[src/rtl/systolic_operand_sequencer_if.sv]
// Operand-load and skewed-stream bundle between the systolic operand sequencer and its host/array.
interface systolic_operand_sequencer_if #(
    parameter int N = 8,
    parameter int S = 4,
    parameter int P = 2
);
    localparam int K  = P * S;
    localparam int KW = $clog2(K);

    logic            wr_en;
    logic            wr_mat;
    logic [KW-1:0]   wr_idx;
    logic [S*N-1:0]  wr_data;
    logic            start;
    logic            abort;
    logic [S*N-1:0]  a_out;
    logic [S*N-1:0]  b_out;
    logic            out_valid;
    logic            acc_clr;
    logic            busy;
    logic            done;

    modport master (
        output wr_en, wr_mat, wr_idx, wr_data, start, abort,
        input  a_out, b_out, out_valid, acc_clr, busy, done
    );

    modport slave (
        input  wr_en, wr_mat, wr_idx, wr_data, start, abort,
        output a_out, b_out, out_valid, acc_clr, busy, done
    );
endinterface

[src/rtl/systolic_operand_sequencer.sv]
// Operand store plus triangular-skew stream sequencer for an SxS output-stationary array.
// state | meaning: IDLE waiting for start | FEED streaming c=0..K+S-2 | DRAIN array flush | DONE done pulse
module systolic_operand_sequencer #(
    parameter int N     = 8,
    parameter int S     = 4,
    parameter int P     = 2,
    parameter int DRAIN = 4
) (
    input  logic                          i_clk,
    input  logic                          i_rst_n,
    systolic_operand_sequencer_if.slave   bus
);
    localparam int K    = P * S;
    localparam int KW   = $clog2(K);
    localparam int CLEN = K + S - 1;
    localparam int CMAX = (CLEN + 1 > DRAIN + 1) ? CLEN + 1 : DRAIN + 1;
    localparam int CW   = $clog2(CMAX);
    localparam logic [CW-1:0] C_LAST = CW'(CLEN - 1);
    localparam logic [CW-1:0] D_LOAD = CW'(DRAIN - 1);
    localparam logic [KW:0]   K_LIM  = (KW + 1)'(K);

    typedef enum logic [1:0] {S_IDLE, S_FEED, S_DRAIN, S_DONE} state_t;

    state_t          r_state, w_state_nxt;
    logic [CW-1:0]   r_cnt, w_cnt_nxt;
    logic [S*N-1:0]  r_a [K];
    logic [S*N-1:0]  r_b [K];
    logic [S*N-1:0]  w_a_eff [K];
    logic [S*N-1:0]  w_b_eff [K];
    logic            w_wr_ok;

    logic [S*N-1:0]  r_a_out, r_b_out, w_a_nxt, w_b_nxt;
    logic            r_valid, r_clr, r_busy, r_done;
    logic            w_valid_nxt, w_clr_nxt, w_busy_nxt, w_done_nxt;

    assign w_wr_ok = bus.wr_en && (r_state == S_IDLE || r_state == S_DONE)
                     && ({1'b0, bus.wr_idx} < K_LIM);

    // Same-edge write forwarding so a run started on the write edge sees the new data.
    always_comb begin
        for (int k = 0; k < K; k++) begin
            w_a_eff[k] = r_a[k];
            w_b_eff[k] = r_b[k];
            if (w_wr_ok && bus.wr_idx == KW'(k)) begin
                if (bus.wr_mat) w_b_eff[k] = bus.wr_data;
                else            w_a_eff[k] = bus.wr_data;
            end
        end
    end

    always_ff @(posedge i_clk or negedge i_rst_n) begin
        if (!i_rst_n) begin
            r_state <= S_IDLE;
            r_cnt   <= '0;
            r_a_out <= '0;
            r_b_out <= '0;
            r_valid <= 1'b0;
            r_clr   <= 1'b0;
            r_busy  <= 1'b0;
            r_done  <= 1'b0;
            for (int k = 0; k < K; k++) begin
                r_a[k] <= '0;
                r_b[k] <= '0;
            end
        end else begin
            r_state <= w_state_nxt;
            r_cnt   <= w_cnt_nxt;
            r_a_out <= w_a_nxt;
            r_b_out <= w_b_nxt;
            r_valid <= w_valid_nxt;
            r_clr   <= w_clr_nxt;
            r_busy  <= w_busy_nxt;
            r_done  <= w_done_nxt;
            for (int k = 0; k < K; k++) begin
                r_a[k] <= w_a_eff[k];
                r_b[k] <= w_b_eff[k];
            end
        end
    end

    // FEED counts c upward; DRAIN reuses the counter as a down-counter to zero.
    always_comb begin
        w_state_nxt = r_state;
        w_cnt_nxt   = r_cnt;
        case (r_state)
            S_IDLE: begin
                if (bus.start) begin
                    w_state_nxt = S_FEED;
                    w_cnt_nxt   = '0;
                end
            end
            S_FEED: begin
                if (bus.abort) begin
                    w_state_nxt = S_IDLE;
                    w_cnt_nxt   = '0;
                end else if (r_cnt == C_LAST) begin
                    if (DRAIN == 0) begin
                        w_state_nxt = S_DONE;
                    end else begin
                        w_state_nxt = S_DRAIN;
                        w_cnt_nxt   = D_LOAD;
                    end
                end else begin
                    w_cnt_nxt = r_cnt + 1'b1;
                end
            end
            S_DRAIN: begin
                if (bus.abort) begin
                    w_state_nxt = S_IDLE;
                    w_cnt_nxt   = '0;
                end else if (r_cnt == '0) begin
                    w_state_nxt = S_DONE;
                end else begin
                    w_cnt_nxt = r_cnt - 1'b1;
                end
            end
            S_DONE: begin
                w_cnt_nxt   = '0;
                w_state_nxt = bus.start ? S_FEED : S_IDLE;
            end
            default: begin
                w_state_nxt = S_IDLE;
                w_cnt_nxt   = '0;
            end
        endcase
    end

    always_comb begin
        w_a_nxt     = '0;
        w_b_nxt     = '0;
        w_valid_nxt = (w_state_nxt == S_FEED);
        w_clr_nxt   = (w_state_nxt == S_FEED) && (w_cnt_nxt == '0);
        w_busy_nxt  = (w_state_nxt == S_FEED) || (w_state_nxt == S_DRAIN);
        w_done_nxt  = (w_state_nxt == S_DONE);
        if (w_state_nxt == S_FEED) begin
            for (int x = 0; x < S; x++) begin
                for (int k = 0; k < K; k++) begin
                    if (int'(w_cnt_nxt) == k + x) begin
                        w_a_nxt[x*N +: N] = w_a_eff[k][x*N +: N];
                        w_b_nxt[x*N +: N] = w_b_eff[k][x*N +: N];
                    end
                end
            end
        end
    end

    assign bus.a_out     = r_a_out;
    assign bus.b_out     = r_b_out;
    assign bus.out_valid = r_valid;
    assign bus.acc_clr   = r_clr;
    assign bus.busy      = r_busy;
    assign bus.done      = r_done;
endmodule

[src/flat_wrapper.sv]
// flat-port wrapper written by rule: the top's interface ports become plain ports
module systolic_operand_sequencer_flat 
#(
    parameter int N     = 8,
    parameter int S     = 4,
    parameter int P     = 2,
    parameter int DRAIN = 4
)
  (i_clk, i_rst_n, bus_wr_en, bus_wr_mat, bus_wr_idx, bus_wr_data, bus_start, bus_abort, bus_a_out, bus_b_out, bus_out_valid, bus_acc_clr, bus_busy, bus_done);
  systolic_operand_sequencer_if #(.N(N), .S(S), .P(P)) bus_i ();
  input  logic i_clk;
  input  logic i_rst_n;
  input wire logic [$bits(bus_i.wr_en)-1:0] bus_wr_en;
  input wire logic [$bits(bus_i.wr_mat)-1:0] bus_wr_mat;
  input wire logic [$bits(bus_i.wr_idx)-1:0] bus_wr_idx;
  input wire logic [$bits(bus_i.wr_data)-1:0] bus_wr_data;
  input wire logic [$bits(bus_i.start)-1:0] bus_start;
  input wire logic [$bits(bus_i.abort)-1:0] bus_abort;
  output wire logic [$bits(bus_i.a_out)-1:0] bus_a_out;
  output wire logic [$bits(bus_i.b_out)-1:0] bus_b_out;
  output wire logic [$bits(bus_i.out_valid)-1:0] bus_out_valid;
  output wire logic [$bits(bus_i.acc_clr)-1:0] bus_acc_clr;
  output wire logic [$bits(bus_i.busy)-1:0] bus_busy;
  output wire logic [$bits(bus_i.done)-1:0] bus_done;
  assign bus_i.wr_en = bus_wr_en;
  assign bus_i.wr_mat = bus_wr_mat;
  assign bus_i.wr_idx = bus_wr_idx;
  assign bus_i.wr_data = bus_wr_data;
  assign bus_i.start = bus_start;
  assign bus_i.abort = bus_abort;
  assign bus_a_out = bus_i.a_out;
  assign bus_b_out = bus_i.b_out;
  assign bus_out_valid = bus_i.out_valid;
  assign bus_acc_clr = bus_i.acc_clr;
  assign bus_busy = bus_i.busy;
  assign bus_done = bus_i.done;
  systolic_operand_sequencer #(.N(N), .S(S), .P(P), .DRAIN(DRAIN)) u_core (.i_clk(i_clk), .i_rst_n(i_rst_n), .bus(bus_i));
endmodule
[config.mk]
export PLATFORM = sky130hd
export DESIGN_NAME = systolic_operand_sequencer_flat
export DESIGN_NICKNAME = d
export VERILOG_FILES = /design/src/rtl/systolic_operand_sequencer_if.sv /design/src/rtl/systolic_operand_sequencer.sv /design/src/flat_wrapper.sv
export SDC_FILE = /design/constraint.sdc
export NUM_CORES = 1
export LEC_CHECK = 0
export ABC_AREA = 0
export CORE_ASPECT_RATIO = 0.7
export CORE_MARGIN = 4
export CORE_UTILIZATION = 55
export DETAILED_ROUTE_END_ITERATION = 10
export PLACE_DENSITY = 0.73
export REMOVE_ABC_BUFFERS = 1
export SYNTH_ARGS = -nofsm -noshare
export SYNTH_HDL_FRONTEND = slang
export SYNTH_SLANG_ARGS = --single-unit
[constraint.sdc]
create_clock -name i_clk -period 4.6 [get_ports i_clk]
set_clock_uncertainty 0.05 [all_clocks]
set_input_delay 1.15 -clock i_clk [delete_from_list [all_inputs] [get_ports i_clk]]
set_output_delay 1.15 -clock i_clk [all_outputs]
set_load 0.05 [all_outputs]
== Word-level counts from Yosys, hierarchy flattened ==
Cells that the tools add are included.
Word-level totals
  register bits after elaboration: 586
  latch bits: 0
  bits in writable memories: 0
  memory bits (read-only): 0
  input port bits: 41
  output and inout bits: 68
  logic and storage cells: 178
  memories kept: 0
Cells by class
  add/subtract/negate cells: 2
  multiply operators: 0
  divide/modulo/power cells: 0
  magnitude comparators: 0
  equality and inequality tests: 24
  shifts and indexed selects: 0
  muxes and demuxes: 111
  bitwise logic cells: 0
  reduce and logical (&&, ||, !) cells: 17
Operators by type and width (number)
  $mux 32: 34
  $mux 8: 64
  $eq 4x4->1 const B: 8
  $mux 4: 5
  $pmux 4 s4: 1
  $eq 3x3->1 const B: 4
  $logic_not 4->1: 3
  $logic_and 1x1->1: 10
  $mux 2: 5
  $eq 2x2->1 const B: 4
  $eq 4x3->1 const B: 2
  $pmux 2 s4: 1
  $eq 3x2->1 const B: 2
  $add 4x1->4 const B: 1
  $eq 2x1->1 const B: 2
  $eq 4x2->1 const B: 1
  $sub 4x1->4 const B: 1
  $eq 3x1->1 const B: 1
  $logic_not 3->1: 1
  $logic_not 2->1: 1
  $logic_or 1x1->1: 2
  $mux 1: 1

== Depth between registers and ports, before layout ==
Gate-level depths: netlist (run 1).
  depth after elaboration: 14
  mapped depth: 15
  depth with buffers taken out: 11

== Least setup slack after synthesis (run 1) ==
No wires, ideal clock.
  path type: input port to flip-flop
  from: input port bus_abort
  to: register u_core.r_a_out[25], in the netlist u_core.bus.a_out[25]
  setup time: 123 ps
  arrival time: 3172 ps
  required time: 4427 ps
  path slack: 1256 ps
  stages on the path: 9
  path buffers: 2
  path through: or3b_4 o32a_1 o211a_1 buf_6 and3_1 buf_2 a32o_1 a221o_1 o221a_2
Between the ends
  word-level cells in the longest chain between the ends: 12
  elaborated cells on any way between the ends: 24
  classes of those cells: eq/ne (9); mux (15)
Ends and longest elaborated chain
  start: declaration: RTL line flat_wrapper.sv:18  | input wire logic [$bits(bus_i.abort)-1:0] bus_abort;
  $mux 4, on equally long branches: RTL line systolic_operand_sequencer.sv:108, systolic_operand_sequencer.sv:93
  $pmux 4 s4: RTL line systolic_operand_sequencer.sv:85  | case (r_state)
  $eq 4x3->1: RTL line systolic_operand_sequencer.sv:138  | if (int'(w_cnt_nxt) == k + x) begin
  $mux 8 (8 in a row): RTL line systolic_operand_sequencer.sv:138
  $mux 32 (*): RTL line systolic_operand_sequencer.sv:135  | if (w_state_nxt == S_FEED) begin
  named net u_core.w_a_nxt[25]: RTL line systolic_operand_sequencer.sv:32  | logic [S*N-1:0] r_a_out, r_b_out, w_a_nxt, w_b_nxt;
  end signal: assignment: RTL line systolic_operand_sequencer.sv:68  | r_a_out <= w_a_nxt;
  end: declaration: RTL line systolic_operand_sequencer.sv:32
Mark *: on every way through the listed nets, which the timed path passes. The rest lies on a longest branch.

== Worst setup path in the final report (run 1) ==
  from: input port bus_abort
  to: register u_core.r_b_out[26], in the netlist u_core.bus.b_out[26]
Between the ends
  word-level cells in the longest chain between the ends: 12
  elaborated cells on any way between the ends: 24
  classes of those cells: eq/ne (9); mux (15)
Ends and longest elaborated chain
  $mux 4, on equally long branches: RTL line systolic_operand_sequencer.sv:108, systolic_operand_sequencer.sv:93
  $pmux 4 s4: RTL line systolic_operand_sequencer.sv:85
  $eq 4x3->1: RTL line systolic_operand_sequencer.sv:138
  $mux 8 (8 in a row): RTL line systolic_operand_sequencer.sv:138
  $mux 32 (*): RTL line systolic_operand_sequencer.sv:135
  named net u_core.w_b_nxt[26]: RTL line systolic_operand_sequencer.sv:32
  end signal: assignment: RTL line systolic_operand_sequencer.sv:69  | r_b_out <= w_b_nxt;
  end: declaration: RTL line systolic_operand_sequencer.sv:32
Marked as above.

==> results.txt, run 1 <==
At the worst endpoint, the arrival time is 4.28 ns. For the number of cells in the finished layout apart from fillers, the log shows 2,789. The critical path ends at u_core.bus.b_out[26]$_DFF_PN0_.

Number of buffer and inverter stages on the critical path: 2. The initial antenna violation count came out at 1. Dividing the synthesized area by the synthesized cell count gives 12.7 sq um. In the layout the commonest cells are dfrtp_1, mux2_2, nor2_1, clkdlybuf4s50_1, a21oi_1.

The number of global-route vias before repair was 18,200. The dominant synthesized flop cell is dfrtp_1. In the final routed layout, each cell accounts on average for 25.9 um.

The instance count on the critical path was 8. The critical path goes through clkdlybuf4s50_1, or3b_4, o32a_1, o211a_1, and3_2, buf_4, a221oi_1, a21oi_1. Before antenna repair, the detailed router went through 5 iterations.

The slack of the worst reg-to-reg path was 1.05 ns; the die extent in y was 190 um. In this run, post-CTS hold repair placed 0 buffers. Floorplan die width: 268 um. Beginning of the worst register-to-register path: u_core.r_state[1]$_DFF_PN0_. Hold violation count in the final report: 0. In the final design database the tool counted 2,184 nets. Worst min-delay path class: flip-flop to flip-flop. Global routing finished with a remaining overflow of 0. The effective utilization at floorplan is 0.558.

The run gives 18.6 mW as the total power. The filler cell count was 3,404. Counting every instance in the synthesized netlist gives 2,043. The Yosys step of the flow raised 0 warnings. The leakage component of the power is 13.7 nW, and the post-cts resize count is 0. The final number of max-transition violations is 0. TritonCTS created 55 clock buffers. By area the synthesized netlist is led by dfrtp_1, mux2_2, mux2i_1, nor2_1, a21oi_1.

The required time of the worst setup path was 4.98 ns; the clock transition time at the flip-flop clock pins of the worst setup and hold paths was 0.06 ns. The logs give 0.422 for the met1 routing resource usage after global routing and 73 for the distinct cell type count after synthesis. The detailed router finished its first iteration with 1,629 violations. For this design the top-level I/O count stands at 109. The area share of the leading cell type in the synthesized netlist was 0.563. The total of max-cap violations was 0; the number of flops mapped to enable cells by yosys was 0. The final estimated routing congestion in global placement was 0.889.

The synthesized design spends more area on one cell type than any other, namely dfrtp_1. The critical path class was input pin to flip-flop. The leading cell type in the layout, fill and taps excluded is dfrtp_1.

The sequential area share after synthesis was 0.563. STA classifies the critical path startpoint as an input pin. The total via count in the routed design came out at 17,500. The met2 capacity usage during global routing came out at 0.444. The biggest fanout along the worst timing path was 16. CTS built an H-tree with a depth of 2. For this block, the routed nets add up to 72,100 um of wire. The actual transition at the worst max-transition pin was 1.41 ns. For the post-CTS repair timing setup buffer count, the log shows 0.

Dividing total power by cell area gives a power density of 618 mW/mm^2. The share of flip-flops with an asynchronous set or reset after synthesis came out at 1.00. The run finished with clean final reports.

The tools report the buffer depth of the longest clock path as 3. Timing would allow up to 256 MHz. Critical path endpoint category: a flip-flop. The netlist area before placement came out at 0.0260 sq mm. The library cell used as clock root buffer is clkbuf_16. The final routed DRC violation total was 0. The global routing's busiest layer is met2. The terminus of the critical flop-to-flop path is u_core.bus.b_out[6]$_DFF_PN0_.

The count of buffers from port buffering came out at 108. For the met3 track utilization from global routing, the log shows 0.0467. The largest single stage delay on the critical path is 0.58 ns. Number of cells after detailed placement: 2,689. The later-pin clock latency in the skew report was 0.59 ns. Detailed placement ended at an HPWL of 44,000 um. Setup repair after global routing left no endpoint under its margin. The standard-cell row count is 66, and the largest net degree at the start of global routing is 100.

After synthesis the netlist holds a flip-flop and latch count of 586. After detailed routing, the number of vias per cell comes to 6.29. The family of cells with the greatest summed delay on the critical path was compound AO/OA/AOI/OAI gates.

The first-pass GRT wire length is 112,000 um, and the relative slew slack is 0.0579. The residual antenna-violating net count after detailed routing came out at 0. The tools report the total routing usage reported by global routing as 0.285. The layout cell share with drive strength beyond 1 came out at 0.343. VDD sags by at most 0.372 mV. Critical path launch point: bus_abort.

The smallest clock period supported by the final layout is computed as 3.91 ns. Area growth from synthesis to layout: 15.5%. Among all stages on the critical path, the largest delay is contributed by clkdlybuf4s50_1. TritonCTS built the clock tree. The worst reg2reg path depth came out at 10. The share of the clock period used by the worst path after layout works out to 0.849. The run gives 0.0509 sq mm as the die area. The floorplan step defined a core boundary enclosing 0.0467 sq mm. Setup violations remaining at the end of the flow were counted as 0. CTS saw 586 sinks.
## cell usage after synthesis, types with 4 or more instances
cell,n
a21o_1,11
a221oi_1,19
buf_1,22
clkbuf_1,89
dfrtp_1,586
a32oi_1,10
mux2_2,511
nor2_1,179
o221ai_1,12
nor3_1,37
a21oi_1,89
a22oi_1,7
mux2i_1,74
a211oi_1,4
ha_1,9
o21bai_1,7
a31oi_1,4
a211o_1,4
inv_1,9
o32ai_1,8
nand3_1,25
o22ai_1,20
a221o_1,14
nand2_1,51
and3_1,5
o211a_1,4
nor2b_1,7
o31ai_1,7
or3_1,40
buf_4,9
o21a_1,19
o221a_2,6
a32o_1,6
o21ai_0,25
buf_2,48
## cells by family (layout without fill, tap and decap cells)
kind of cell | count (synthesis) | count (layout) | share of synthesized area
flops | 586 | 586 | 0.563
mux | 585 | 585 | 0.249
simple gates | 375 | 375 | 0.0683
compound gates | 305 | 305 | 0.0841
buf+inv | 183 | 316 | 0.0308
fa+ha+maj | 9 | 9 | 0.00432
other cells | 0 | 1 | 0
## worst reg2reg max path: cells and delay by family (launching register included)
kind            cells  cell delay, ns
simple gates        4            1.82
compound gates      3            0.50
flops               1            0.42
fa+ha+maj           1            0.39
buf+inv             2            0.26
## power by group
group / internal [mW] / switching [mW] / leakage, nW
registers: 7.14 / 0.554 / 7.53
clock network: 2.77 / 1.95 / 0.942
logic: 2.76 / 3.42 / 5.27
total: 12.7 / 5.93 / 13.7
## metrics by stage
stage | hold WS, ns | utilization | TNS, ns | setup WS, ns | instance area, sq um
after CTS | 0.443 | 0.645 | 0 | 0.799 | 30100
after global routing | 0.452 | 0.645 | 0 | 0.532 | 30100
after floorplan | 0.414 | - | -224.34 | -3.91 | 25300
final | 0.441 | 0.645 | 0 | 0.694 | 30100
after detailed placement | 0.429 | 0.604 | 0 | 0.214 | 28200
after global placement | 0.423 | 0.604 | 0 | 0.296 | 28200
## layout make-up
cell class | count | area (sq um) | share of cell area
antenna | 1 | 2.50 | 0.0000832
clock inverter | 16 | 186 | 0.00620
clock buffer | 83 | 1700 | 0.0567
inverter | 13 | 55.1 | 0.00183
timing repair buffer | 204 | 2060 | 0.0684
multi-input combinational | 1274 | 10600 | 0.354
sequential | 586 | 14700 | 0.488
tap | 612 | 766 | 0.0255
## registers in the layout, indices dropped and copies added, names as in the netlist
| name | cells |
|---|---|
| u_core.r_a | 256 |
| u_core.r_b | 256 |
| u_core.bus.a_out | 32 |
| u_core.bus.b_out | 32 |
| u_core.r_cnt | 4 |
| u_core.r_state | 2 |
| u_core.bus.acc_clr | 1 |
| u_core.bus.busy | 1 |
| u_core.bus.done | 1 |
| u_core.bus.out_valid | 1 |
## metal layers
layer	wire, um	part of all wire
met5	0	0
met4	1680	0.023
met3	5120	0.071
met2	33300	0.46
met1	32000	0.44
## worst min path at each step
| stage | startpoint | to | slack (ns) | depth (start not counted) |
|---|---|---|---|---|
| final | u_core.r_a[181]$_DFF_PN0_ | u_core.r_a[181]$_DFF_PN0_ | 0.44 | 1 |
| after floorplan | u_core.r_b[56]$_DFF_PN0_ | u_core.r_b[56]$_DFF_PN0_ | 0.41 | 2 |
| after global routing | u_core.r_b[169]$_DFF_PN0_ | u_core.r_b[169]$_DFF_PN0_ | 0.45 | 1 |
| after CTS | u_core.r_a[248]$_DFF_PN0_ | u_core.r_a[248]$_DFF_PN0_ | 0.44 | 1 |
| after detailed placement | u_core.r_a[248]$_DFF_PN0_ | u_core.r_a[248]$_DFF_PN0_ | 0.43 | 1 |
| after global placement | u_core.r_b[188]$_DFF_PN0_ | u_core.r_b[188]$_DFF_PN0_ | 0.42 | 1 |
Note: power is estimated with default switching activity, not from simulation.
==> run 2, diff against run 1 <==
PLACE_DENSITY = 0.76   (was 0.73)
clock period = 3.3 ns   (was 4.6 ns; I/O delays follow)
==> run 2 against run 1 <==
Core utilization is 3.2 points higher. Final area is 4.9% higher. Register-to-register slack worse by 0.92 ns. Non-clock buffer count is 148 higher. Wire length is 4.1% higher. Critical path depth is 3 higher. Cell count is 5.2% higher. Worst hold slack worse by 0.30 ns. Setup slack worse by 0.56 ns. Via count is 6.1% higher. Clock-buffer cell count is 4 lower.
==> results.txt, run 2 (synthesis results as in run 1) <==
The smallest clock period supported by the final layout is computed as 3.17 ns. The share of the clock period used by the worst path after layout was 0.961. Clock tree synthesis selected as its root buffer the cell clkbuf_16.

The final net count is 2,331 (+6.7%). The library cells used most frequently in the layout, excluding fill and tap cells, are dfrtp_1, mux2_2, buf_4, nor2_1, clkdlybuf4s50_1. The largest net degree at the start of global routing was 84 (-16%); the number of setup violations in the final report was 0 (unchanged). The beginning of the worst register-to-register path was u_core.r_state[0]$_DFF_PN0_.

The smallest hold slack is 0.142 ns (-0.299 ns), and the total power is 26.6 mW (+43%). The run gives 14.6 nW (+6.0%) as the leakage component of the power. For the post-CTS repair timing setup buffer count, the log shows 0 (unchanged). The via count normalized by instance count was 6.34 (+0.80%); the total congestion overflow was 0 (unchanged). The hold violation count in the final report is 0 (unchanged), and the buffer depth of the longest clock path is 3 (unchanged).

The flow ran to the end, and the final reports show no timing, DRC or antenna violations. Relative slew slack: 0.548 (+0.490). The filler cell count is 3,218 (-5.5%), and the area growth from synthesis to layout is 21.2%.

The relative contribution of combinational cells to total power is 0.353 (+0.021), and the initial detailed-routing violation count is 1,833 (+13%). The biggest fanout along the worst timing path works out to 9 (-7). TritonCTS built the clock tree. Internal power: 18.1 mW (+43%).

Slowest library cell on the worst path: dfrtp_1. In this run the worst hold path is classified as input pin to async pin. The tools report the total wire length after detailed routing as 75,100 um (+4.1%). The clock sink count came out at 586 (unchanged).

The count of buffers from port buffering came out at 108 (unchanged). The initial antenna violation count came out at 1 (unchanged). The run gives 0 (unchanged) as the residual antenna-violating net count after detailed routing.

The largest registers in the layout are u_core.r_a (256), u_core.r_b (256). The post-detailed-route wirelength per cell is 25.6 um (-1.1%). The actual transition at the worst max-transition pin was 0.676 ns (-0.732 ns); the clock share of power was 0.243 (-0.011).

The count of H-tree levels built during CTS is 2 (unchanged). The tools report the critical path launch point as u_core.r_state[0]$_DFF_PN0_. The number of buffers inserted by hold repair at cts was 0 (unchanged); the floorplan die width was 268 um (unchanged). For this run, the top clock speed supported by timing is 315 MHz. The die extent in y was 190 um (unchanged); the layout cell share with drive strength beyond 1 was 0.387 (+0.0443). The post-cts resize count was 0 (unchanged). Grouping stages by cell kind, the critical path spends the most delay in compound AO/OA/AOI/OAI gates. The final routed DRC violation total came out at 0 (unchanged). For the number of buffers created by CTS, the log shows 54 (-1.8%).

Leaving out fill and tap cells, the most frequent cell in the layout is dfrtp_1. The tools report the worst vdd rail ir drop as 0.542 mV (+46%). The tools report the die area as 0.0509 sq mm (unchanged). The core footprint was 0.0467 sq mm (unchanged); the first-pass GRT wire length was 117,000 um (+4.2%). The clock transition time at the flip-flop clock pins of the worst setup and hold paths is 0.07 ns (about the same), and the number of buffer and inverter stages on the critical path is 4 (+2). The tools report the critical path endpoint category as a flip-flop.

The critical path goes through inv_1, ha_1, or3b_4, o32a_1, o211a_2, inv_6, buf_4, nand2_1, buf_4, a311oi_2, o41ai_1. The final HPWL from detailed placement is 49,500 um (+12%). The switching fraction of total power is 0.322 (+0.00268). For the required time of the worst setup path, the log shows 3.72 ns (-1.26 ns). The total routing usage reported by global routing was 0.295 (+0.00992); the later-pin clock latency in the skew report was 0.59 ns (about the same).

STA classifies the critical path startpoint as a flip-flop. The tools report the effective utilization at floorplan as 0.558 (unchanged). The relative contribution of sequential cells to total power is 0.404 (-0.010), and the maximum cell stage delay along the critical path is 0.41 ns (-0.17 ns).

The tools report the length of the first detailed-routing pass in iterations as 5 (unchanged). The number of top-level design ports came out at 109 (unchanged). The run gives 0.900 (+1.2%) as the final estimated routing congestion in global placement.

The run gives 3.59 ns (-0.69 ns) as the signal arrival time at the worst endpoint. Among the stages of the critical path, the cell type that occurs most often is buf_4. The standard-cell row count came out at 66 (unchanged).

By startpoint and endpoint, the worst setup path is classified as flip-flop to flip-flop. The run gives 8.57 mW (+44%) as the net load switching power. Number of global-route vias before repair: 19,400 (+7.0%). The final number of max-transition violations was 0 (unchanged). The logs give 18,600 (+6.1%) for the total via count in the routed design and 0 (unchanged) for the total of max-cap violations. The total power per unit cell area was 844 mW/mm^2 (+36%).
## run 2: cell types whose count changed in the layout (fill, tap and decap cells not counted), sizes merged
cell and delta:
buf +148, clkbuf -4, clkinv +1, clkinvlp +1
## run 2: worst paths after layout
check                                                  to  slack [ns]  depth (start not counted)
max                        u_core.bus.a_out[24]$_DFF_PN0_        0.13                         11
min                             u_core.r_a[103]$_DFF_PN0_        0.14                          1
max reg2reg                u_core.bus.a_out[24]$_DFF_PN0_        0.13                         11
min reg2reg                     u_core.r_b[203]$_DFF_PN0_        0.44                          1
max in group asynchronous       u_core.r_a[198]$_DFF_PN0_        2.06                          3
min in group i_clk              u_core.r_b[203]$_DFF_PN0_        0.44                          1
## run 2: stage by stage
step,setup WS (ns),instances,instance area (sq um),util,setup TNS (ns)
floorplan,-4.91,1873,25300,-,-291.87
global placement,-0.576,2837,29700,0.636,-21.18
detailed placement,-0.585,2837,29700,0.636,-25.10
CTS,0.0114,2934,31500,0.675,0
global route,-0.000169,2935,31600,0.677,-0.000169
finish,0.129,2935,31600,0.677,0
## run 2: layout make-up
type,count,area [sq um],share of cell area
inverters,13,56.3,0.00178
flip-flops and latches,586,14700,0.465
clock inverters,18,199,0.00630
multi-input cells,1274,10700,0.339
diodes,1,2.50,0.0000793
repair buffers,352,3540,0.112
well taps,612,766,0.0243
clock buffers,79,1640,0.0519
## run 2: power by group through the flow
| stage | clock network [mW] | logic (mW) | registers (mW) |
|---|---|---|---|
| 2_1_floorplan | 0 | 5.76 | 11.0 |
| 3_3_place_gp | 0 | 8.83 | 10.7 |
| 3_5_place_dp | 0 | 9.14 | 10.9 |
| 4_1_cts | 6.53 | 9.23 | 10.8 |
| 5_1_grt | 6.84 | 10.1 | 11.0 |
| 6_report | 6.48 | 9.40 | 10.8 |
## run 2: per-layer routing
layer  share of wire  track usage  wire length (um)
met1            0.43        0.426             32500
met2            0.46        0.462             34800
met3           0.078       0.0578              5830
met4           0.027       0.0786              2010
met5               0            0                 0
==> run 3, diff against run 2 <==
PLACE_DENSITY = 0.79   (was 0.76)
==> run 3 against run 2 <==
Worst hold slack worse by 0.020 ns. Total power is 0.73% lower. Clock power is 3.4% lower.
==> results.txt, run 3 (synthesis results as in run 1) <==
Setup repair after global routing could not meet its margin everywhere. The post-detailed-route wirelength per cell is 25.5 um (-0.31%), and the required time of the worst setup path is 3.69 ns (-0.03 ns). The actual transition at the worst max-transition pin came out at 0.664 ns (-0.0125 ns). The later-pin clock latency in the skew report was 0.60 ns (about the same); the relative slew slack was 0.556 (+0.00839).

The signal arrival time at the worst endpoint is 3.54 ns (-0.05 ns), and the total routing usage reported by global routing is 0.294 (-0.000607). The number of top-level design ports is 109 (unchanged). The flow ran to the end, and the final reports show no timing, DRC or antenna violations. The initial antenna violation count was 3 (+2); the initial detailed-routing violation count was 1,766 (-3.7%). The tools report the smallest hold slack as 0.122 ns (-0.0200 ns). The clock sink count is 586 (unchanged), and the final setup TNS is 0 ns (unchanged). The largest net degree at the start of global routing was 92 (+9.5%); the total of max-cap violations was 0 (unchanged). TritonCTS built the clock tree. The tools report the die area as 0.0509 sq mm (unchanged). The tree is rooted in a clkbuf_16. The count of H-tree levels built during CTS was 2 (unchanged); the via count normalized by instance count was 6.32 (-0.42%). The area growth from synthesis to layout is 21.5%. The achievable frequency was 317 MHz (+0.36%); the final setup slack of the worst path was 0.141 ns (+0.0114 ns). The tools report the core footprint as 0.0467 sq mm (unchanged).

The clock period minus worst slack works out to 3.16 ns (-0.0114 ns). For the total via count in the routed design, the log shows 18,600 (+0.021%). The library cell used most frequently in the layout, excluding fill and tap cells, is dfrtp_1. The critical path in this run is classified as flip-flop to flip-flop. The number of setup violations in the final report came out at 0 (unchanged). The slowest stage of the critical path is the a221oi_1 cell.

The share of the clock period used by the worst path after layout was 0.957 (-0.00345). The layout cell share with drive strength beyond 1 came out at 0.389 (+0.00213). The tools report the beginning of the worst register-to-register path as u_core.r_state[0]$_DFF_PN0_. The logs give 49,000 um (-0.86%) for the final HPWL from detailed placement and 0.871 (-3.2%) for the final estimated routing congestion in global placement. The largest registers in the layout are u_core.r_a (256), u_core.r_b (256). The tools report the residual antenna-violating net count after detailed routing as 0 (unchanged).

For the number of buffers created by CTS, the log shows 54 (unchanged). The clock transition time at the flip-flop clock pins of the worst setup and hold paths came out at 0.07 ns (about the same). In this run the worst hold path is classified as input pin to async pin. The tools report the effective utilization at floorplan as 0.558 (unchanged). For the worst vdd rail ir drop, the log shows 0.551 mV (+1.7%).

Buffer depth of the longest clock path: 3 (unchanged). The critical path goes through inv_1, ha_2, or3b_4, o32a_1, o211a_2, nand2_1, nor2_4, buf_4, a221oi_1, a21oi_1. In the layout the commonest cells are dfrtp_1, mux2_2, buf_4, nor2_1, clkdlybuf4s50_1.

The total congestion overflow was 0 (unchanged); the total power per unit cell area was 836 mW/mm^2 (-0.97%). The worst setup path is launched from a flip-flop. The final net count was 2,341 (+0.43%).

Area of all placed cells without fillers: 0.0316 sq mm (+0.23%). For the total wire length after detailed routing, the log shows 75,200 um (+0.13%). The leakage component of the power was 14.6 nW (+0.26%); the worst reg2reg path depth was 10 (-1). The biggest fanout along the worst timing path is 9 (unchanged), and the total power is 26.4 mW (-0.73%).

The maximum cell stage delay along the critical path is 0.51 ns (+0.10 ns), and the final routed DRC violation total is 0 (unchanged). For the slack of the worst reg-to-reg path, the log shows 0.14 ns (about the same). The count of buffers from port buffering came out at 108 (unchanged).

The terminus of the critical flop-to-flop path is u_core.bus.b_out[26]$_DFF_PN0_. The floorplan die width came out at 268 um (unchanged). The final number of max-transition violations was 0 (unchanged). The first-pass GRT wire length was 116,000 um (-0.44%); the die extent in y was 190 um (unchanged). The logs give 66 (unchanged) for the standard-cell row count and -0.622 ns (-0.0373 ns) for the worst setup timing slack at the placement stage. The logs give 19,800 (+1.7%) for the number of global-route vias before repair and 0.0298 sq mm (+0.35%) for the cell area reported after detailed placement.

The hold violation count in the final report came out at 0 (unchanged). The critical path endpoint category is a flip-flop. The tools report the length of the first detailed-routing pass in iterations as 5 (unchanged).
[run 3: cell count changes in the layout (fill, tap and decap cells not counted), sizes merged]
cell,previous run,this run
inv,13,12
bufinv,4,2
clkinv,12,14
clkdlybuf4s50,107,106
dlymetal6s2s,0,1
buf,245,255
clkbuf,79,83
[run 3: through the flow]
step	util	std cells
global placement	0.638	2846
finish	0.678	2948
detailed placement	0.638	2846
global route	0.678	2948
CTS	0.676	2946
floorplan	-	1873
[run 3: power breakdown]
group | internal (mW) | leakage [nW] | total [mW] | switching (mW)
registers | 9.96 | 7.53 | 10.8 | 0.809
clock network | 3.56 | 0.879 | 6.26 | 2.70
logic | 4.36 | 6.19 | 9.41 | 5.05
[run 3: final cells by class]
cell class / instances / area (sq um)
Inverter: 13 / 58.8
Antenna cell: 1 / 2.50
Clock inverter: 17 / 148
Multi-Input combinational cell: 1274 / 10700
Tap cell: 612 / 766
Fill cell: 3157 / 15000
Clock buffer: 83 / 1630
Timing Repair Buffer: 362 / 3650
Sequential cell: 586 / 14700
[run 3: per-layer routing]
| layer | vias to the layer above | global-route usage | wire, um |
|---|---|---|---|
| li1 | 7879 | - | - |
| met3 | 184 | 0.0612 | 6380 |
| met4 | 4 | 0.0939 | 2230 |
| met1 | 9649 | 0.415 | 31600 |
| met5 | - | 0 | 27 |
| met2 | 901 | 0.462 | 35000 |
[run 3: what timing repair did]
| action | 4_1_cts | 5_1_grt |
|---|---|---|
| setup endpoints to repair | 1 | 55 |
| buffers inserted | 0 | 1 |
| hold buffers | 0 | 0 |
| resized for setup | 1 | 20 |
| cloned | 0 | 0 |
[run 3: worst max-delay path by stage]
stage	end	start
CTS	u_core.bus.b_out[24]$_DFF_PN0_	u_core.r_state[0]$_DFF_PN0_
floorplan	u_core.bus.a_out[25]$_DFF_PN0_	u_core.r_state[0]$_DFF_PN0_
detailed placement	u_core.bus.b_out[24]$_DFF_PN0_	bus_abort
finish	u_core.bus.b_out[26]$_DFF_PN0_	u_core.r_state[0]$_DFF_PN0_
global route	u_core.bus.a_out[28]$_DFF_PN0_	u_core.r_cnt[0]$_DFF_PN0_
global placement	u_core.bus.b_out[24]$_DFF_PN0_	bus_abort
[run 3: worst max-delay path, delay by kind of cell, from the launching register on]
kind	cells	cell delay, ns
compound gates	4	1.36
simple gates	3	0.66
flops	1	0.41
buf+inv	2	0.29
fa+ha+maj	1	0.22
